`config.mk`:
```
export PLATFORM = sky130hd
export DESIGN_NAME = acc_core
export DESIGN_NICKNAME = d
export VERILOG_FILES = /design/src/rtl/addac_pkg.sv /design/src/rtl/acc_fa_cell.sv /design/src/rtl/acc_core.sv
export SDC_FILE = /design/constraint.sdc
export NUM_CORES = 1
export LEC_CHECK = 0
export ABC_CLOCK_PERIOD_IN_PS = 1010
export BUFFER_PORTS_ARGS = -buffer_cell sky130_fd_sc_hd__buf_2
export CAP_MARGIN = 0
export CORE_MARGIN = 2
export CORE_UTILIZATION = 30
export CTS_CLUSTER_DIAMETER = 40
export DETAILED_ROUTE_END_ITERATION = 8
export PLACE_DENSITY_LB_ADDON = 0.05
export SLEW_MARGIN = 30
export SYNTH_ARGS = -nofsm -noshare
export SYNTH_HDL_FRONTEND = slang
export SYNTH_SLANG_ARGS = --single-unit
```
`constraint.sdc`:
```
create_clock -name clk -period 1.01 [get_ports clk]
set_input_delay 0.101 -clock clk [delete_from_list [all_inputs] [get_ports clk]]
set_output_delay 0.101 -clock clk [all_outputs]
set_load 0.01 [all_outputs]
```
`src/rtl/addac_pkg.sv`:
```
// Shared definitions for the ADDAC adder datapath: majority carry, default width, serial FSM states.
package addac_pkg;

  localparam int ACC_DEFAULT_WIDTH = 8;

  typedef enum logic {
    IDLE = 1'b0,
    RUN  = 1'b1
  } acc_state_t;

  function automatic logic maj3(input logic a, input logic b, input logic c);
    return (a & b) | (a & c) | (b & c);
  endfunction

endpackage

```
`src/rtl/acc_fa_cell.sv`:
```
// Full-adder cell: sum and majority carry of three bits.
// Latency: 0 cycles (pure combinational). Backpressure: none.
module acc_fa_cell
  import addac_pkg::*;
(
  input  logic x,
  input  logic y,
  input  logic z,
  output logic sum,
  output logic carry
);

  assign sum   = x ^ y ^ z;
  assign carry = maj3(x, y, z);

endmodule

```
`src/rtl/acc_core.sv`:
```
// Combinational full-adder carry/sum on a,b,c plus an LSB-first bit-serial WIDTH-bit adder.
// Latency: saida/soma 0 cycles; serial result in the done cycle. Backpressure: bit_valid gaps stall.
module acc_core
  import addac_pkg::*;
#(
  parameter int WIDTH = ACC_DEFAULT_WIDTH
) (
  input  logic                       clk,
  input  logic                       reset_n,
  input  logic                       a,
  input  logic                       b,
  input  logic                       c,
  output logic                       saida,
  output logic                       soma,
  input  logic                       start,
  input  logic                       bit_valid,
  output logic                       busy,
  output logic                       done,
  output logic                       carry_q,
  output logic [WIDTH-1:0]           sum_q,
  output logic [$clog2(WIDTH+1)-1:0] bit_cnt
);

  localparam int CW = $clog2(WIDTH+1);

  acc_state_t state, state_nxt;
  logic       ser_sum;
  logic       ser_carry;
  logic       take_bit;
  logic       last_bit;

  acc_fa_cell u_fa_comb (
    .x     (a),
    .y     (b),
    .z     (c),
    .sum   (soma),
    .carry (saida)
  );

  acc_fa_cell u_fa_serial (
    .x     (a),
    .y     (b),
    .z     (carry_q),
    .sum   (ser_sum),
    .carry (ser_carry)
  );

  // start has priority over an incoming bit in the same cycle
  assign take_bit = (state == RUN) && bit_valid && !start;
  assign last_bit = take_bit && (bit_cnt == CW'(WIDTH - 1));

  always_ff @(posedge clk or negedge reset_n) begin
    if (!reset_n) begin
      state <= IDLE;
    end else begin
      state <= state_nxt;
    end
  end

  always_comb begin
    state_nxt = state;
    if (start) begin
      state_nxt = RUN;
    end else if (last_bit) begin
      state_nxt = IDLE;
    end
  end

  always_comb begin
    busy = (state == RUN);
  end

  always_ff @(posedge clk or negedge reset_n) begin
    if (!reset_n) begin
      done    <= 1'b0;
      carry_q <= 1'b0;
      sum_q   <= '0;
      bit_cnt <= '0;
    end else begin
      done <= 1'b0;
      if (start) begin
        carry_q <= c;
        sum_q   <= '0;
        bit_cnt <= '0;
      end else if (take_bit) begin
        carry_q <= ser_carry;
        sum_q   <= {ser_sum, sum_q[WIDTH-1:1]};
        bit_cnt <= bit_cnt + CW'(1);
        done    <= last_bit;
      end
    end
  end

endmodule

```
* Word-level counts from Yosys, hierarchy flattened
Cells that the tools add are included.
** Operators by class
- Reduce and logical (&&, ||, !) cells :: 6
- Eq/ne operators :: 1
- $add $sub $neg :: 1
- Muxes and demuxes :: 10
- Bitwise logic cells :: 12
** Operators by type and width (number)
- two-way mux 8 bit :: 2
- two-way mux 4 bit :: 2
- two-way mux 1 bit :: 6
- bitwise AND 1 bit :: 5
- adder 4 x 1 -> 4 bit (second input constant) :: 1
- == test 4 x 3 -> 1 bit (second input constant) :: 1
- OR 1 bit :: 4
- nonzero test 2 bit :: 2
- logical AND 1 bit :: 3
- bitwise XOR 1 bit :: 3
- zero test 1 bit :: 1
** Storage, ports and cells
- Register bits :: 15
- Output and inout port bits :: 17
- Logic and storage cells :: 35

* Depth between registers and ports, before layout
- Word-level depth :: 5
- Depth in mapped cells :: 4

* Cells and area by module
Synthesis repeated with hierarchy kept, for this count alone.
** Second synthesis, totals
- Cells, all modules :: 66
- Area, all modules :: 665.6 um2
** Modules (own cells, without submodules)
- acc_core :: times used 1, cells an instance 64, area an instance 625.6 um2
- acc_fa_cell :: times used 2, cells an instance 1, area an instance 20.0 um2

* Least setup slack after synthesis
Ideal clock, no wire load.
- Path type :: register -> register
- Start :: register carry_q
- End :: register sum_q[7]
- Required time :: 0.932 ns
- Library setup time :: 0.078 ns
- Period minus slack after synthesis :: 1.186 ns
- Stages on the path, launching flop included :: 5
- Slack :: -0.176 ns
- Data arrival time :: 1.108 ns
- Path through :: dfrtp_1 -> inv_1 -> fa_1 -> nand2b_1 -> a21oi_1
** Between the ends
- Cells in the longest elaborated chain, start to end :: 3
** RTL lines
- from (decl) :: line acc_core.sv:19 : output logic carry_q,
- from (signal assigned) :: line acc_core.sv:86 : carry_q <= ser_carry;
- bitwise XOR 1 bit :: line acc_fa_cell.sv:13 : assign sum = x ^ y ^ z;
- two-way mux 8 bit :: line acc_core.sv:85 : end else if (take_bit) begin
- two-way mux 8 bit :: line acc_core.sv:81 : if (start) begin
- to (signal assigned) :: line acc_core.sv:87 : sum_q <= {ser_sum, sum_q[WIDTH-1:1]};
- to (decl) :: line acc_core.sv:20 : output logic [WIDTH-1:0] sum_q,
No other way between the ends. The select of a mux whose other input is x is not followed.
A chain may end at the register's enable or synchronous reset.

* Worst setup path after layout
Ends and elaborated chain as after synthesis.

==> out/metrics.csv <==
metric,value,unit
final-seq-area,379,um2
synthesis.nets,78,
io_pins,24,
synth-seq-cells,15,
fillers,230,
synth_flop_cell,dfrtp_1,
cp-end-kind,register,
place_inst,124,
hp-class,in -> reg,
coreArea,2170,um2
syn_inst,68,
path_max_fanout,2,
final_layout_size_suffix_gt1_share,46.6,%
clk_latency,0.28,ns
final_cells,131,
totalWireLength,1.54,mm
dieWidth,51.7,um
synth.most_common_cell,nand2_1,
htreeDepth,1,
worst-r2r-cell-count,4,
syn_area,682,um2
cap_violations,0,
die_y,51.7,um
grt_max_degree,16,
fp-row-count,17,
relSlewSlack,76.9,%
status,finished with violations,
antenna_found_initial,0,
start_util,31.4,%
dr.pass1.iters,3,
critPathArrivalTime,1.37,ns
finalCritPeriodShare,115,%
synth_top_area_share,55.0,%
critPathKind,reg -> reg,
hold_depth,2,
detail_route.wl_per_cell,11.8,um
portBuffers,23,
track_usage,13.3,%
hold_viol_final,0,
violations,setup timing,
grt_pass1_wl,2.57,mm
ys_types,23,
clock_skew,0.00356,ns
synthTopCellsByCount,"18 x nand2_1, 15 x dfrtp_1, 10 x a21oi_1",
post-dp-hpwl,1.10,mm
multi_input_area,317,um2
cts_tree,built,
synth_edf_count,0,
rsz0062_at_grt,true,
crit_family,flip-flops,
worst_setup_path_start_kind,register,
vias,592,
yosysWarnings,0,
ys_seq_area_share,55.0,%
synth_area_leader_cell,dfrtp_1,
async_reset_ff_share,100,%
dpl_worst_slack,-0.155,ns
drc,0,
cts.clk_slew.worst_paths,0.09,ns
path_cells,inv_2 > fa_1 > nand2b_4 > a21oi_2,
cts.path.max_buffers,2,
cp_slowest_cell,dfrtp_1,
worst_slack,-0.152,ns
min_period,1.16,ns
antenna_left,0,
grt_pass1_vias,558,
cts_buffers,3,
worstMarginPinSlew,0.346,ns
clkSinkCount,15,
viasPerCell,4.52,
p_leak,0.000485,uW
syn_to_final_growth,49.0,%
dieArea,2670,um2
syn_avg_cell_area,10.0,um2
cpPeakStageDelay,0.39,ns
gr-total-overflow,0,
powerDensity,1190,nW/um2
place_congestion,0.681,
drv_slew,0,
ir_drop,0.515,mV
layout.nets,114,
path_buf_inv,1,
drtIter0Drc,3,
cp.depth,4,
setup_viol,7,
fmax,861,MHz
root_buffer,clkbuf_4,
antenna_cells,0,
synthTopCellsByArea,"dfrtp_1 55%, nand2_1 9.9%, a21oi_1 7.3%",
required,1.22,ns
## metrics by stage
| step | area (um2) | total power (uW) | hold slack [ns] | setup TNS, ns | util (%) |
|---|---|---|---|---|---|
| CTS | 990 | 1220 | 0.0569 | -0.559 | 45.6 |
| global route | 1020 | 1290 | 0.0612 | -1.03 | 46.8 |
| global placement | 887 | 835 | 0.0310 | -0.196 | 40.9 |
| detailed placement | 887 | 837 | 0.0381 | -0.243 | 40.9 |
| floorplan | 697 | 744 | -0.195 | -0.260 | - |
| finish | 1020 | 1210 | 0.0649 | -0.462 | 46.8 |
## kinds of logic after synthesis
logic type	count (synthesis)	share of synthesized area [%]
xor gates and xnor gates	2	2.57
adders and majority gates	3	7.71
and+or+nand+nor	28	18.4
muxes	2	3.12
AOI/OAI and AO/OA	12	9.17
buffers and inverters	6	4.04
DFF	15	55.0
## registers in the layout (all words and copies together), names as in the netlist
| register | count |
|---|---|
| done | 1 |
| bit_cnt | 4 |
| carry_q | 1 |
| sum_q | 8 |
| busy | 1 |
## worst register-to-register path, stage by stage, from the launching register on
cell and delay [ns]:
dfrtp_1 0.39, inv_2 0.06, fa_1 0.39, nand2b_4 0.15, a21oi_2 0.10
## cells in the final DEF (no fill, tap or decap), drive strengths merged, types with 2 or more instances in the layout
master and instances:
nand2 19, inv 3, dfrtp 15, nand3 2, buf 33, nor2 2
clkbuf 4, fa 2, a21oi 10
## cell type report
class,count,share of cell area [%]
Tap cell,28,3.45
Timing Repair Buffer,34,24.4
Multi-Input combinational cell,47,31.2
Sequential cell,15,37.3
Clock buffer,4,2.59
Inverter,3,1.11
## final timing paths
check | startpoint | to | slack, ns
worst min register to register | bit_cnt[3] | done | 0.52
worst min-delay path | start | done | 0.06
worst max register to register | carry_q | sum_q[7] | -0.15
worst max-delay path | carry_q | sum_q[7] | -0.15
max in group asynchronous | reset_n | bit_cnt[0] | 0.49
min in group asynchronous | reset_n | sum_q[2] | 0.25
## routing by layer
metal,share of wire [%],track usage (%)
met5,0,0
met2,48,19.7
met1,48,17.9
met4,0.78,7.89
met3,3.7,2.87
## where the power goes
group          leakage [uW]  internal (uW)  switching (uW)  total (uW)
clock network     0.0000150            153             190         343
logic              0.000273            119             107         226
registers          0.000196            622            21.8         643
## repair_timing
item                                    in CTS  in global routing
endpoints found under the hold margin       15                  0
hold buffers                                 1                  0
pin swaps                                    3                  1
endpoints found under the setup margin      10                 18
setup buffers                                2                  0
resized for setup                           10                  6
Power figures use the tool's default switching activity.
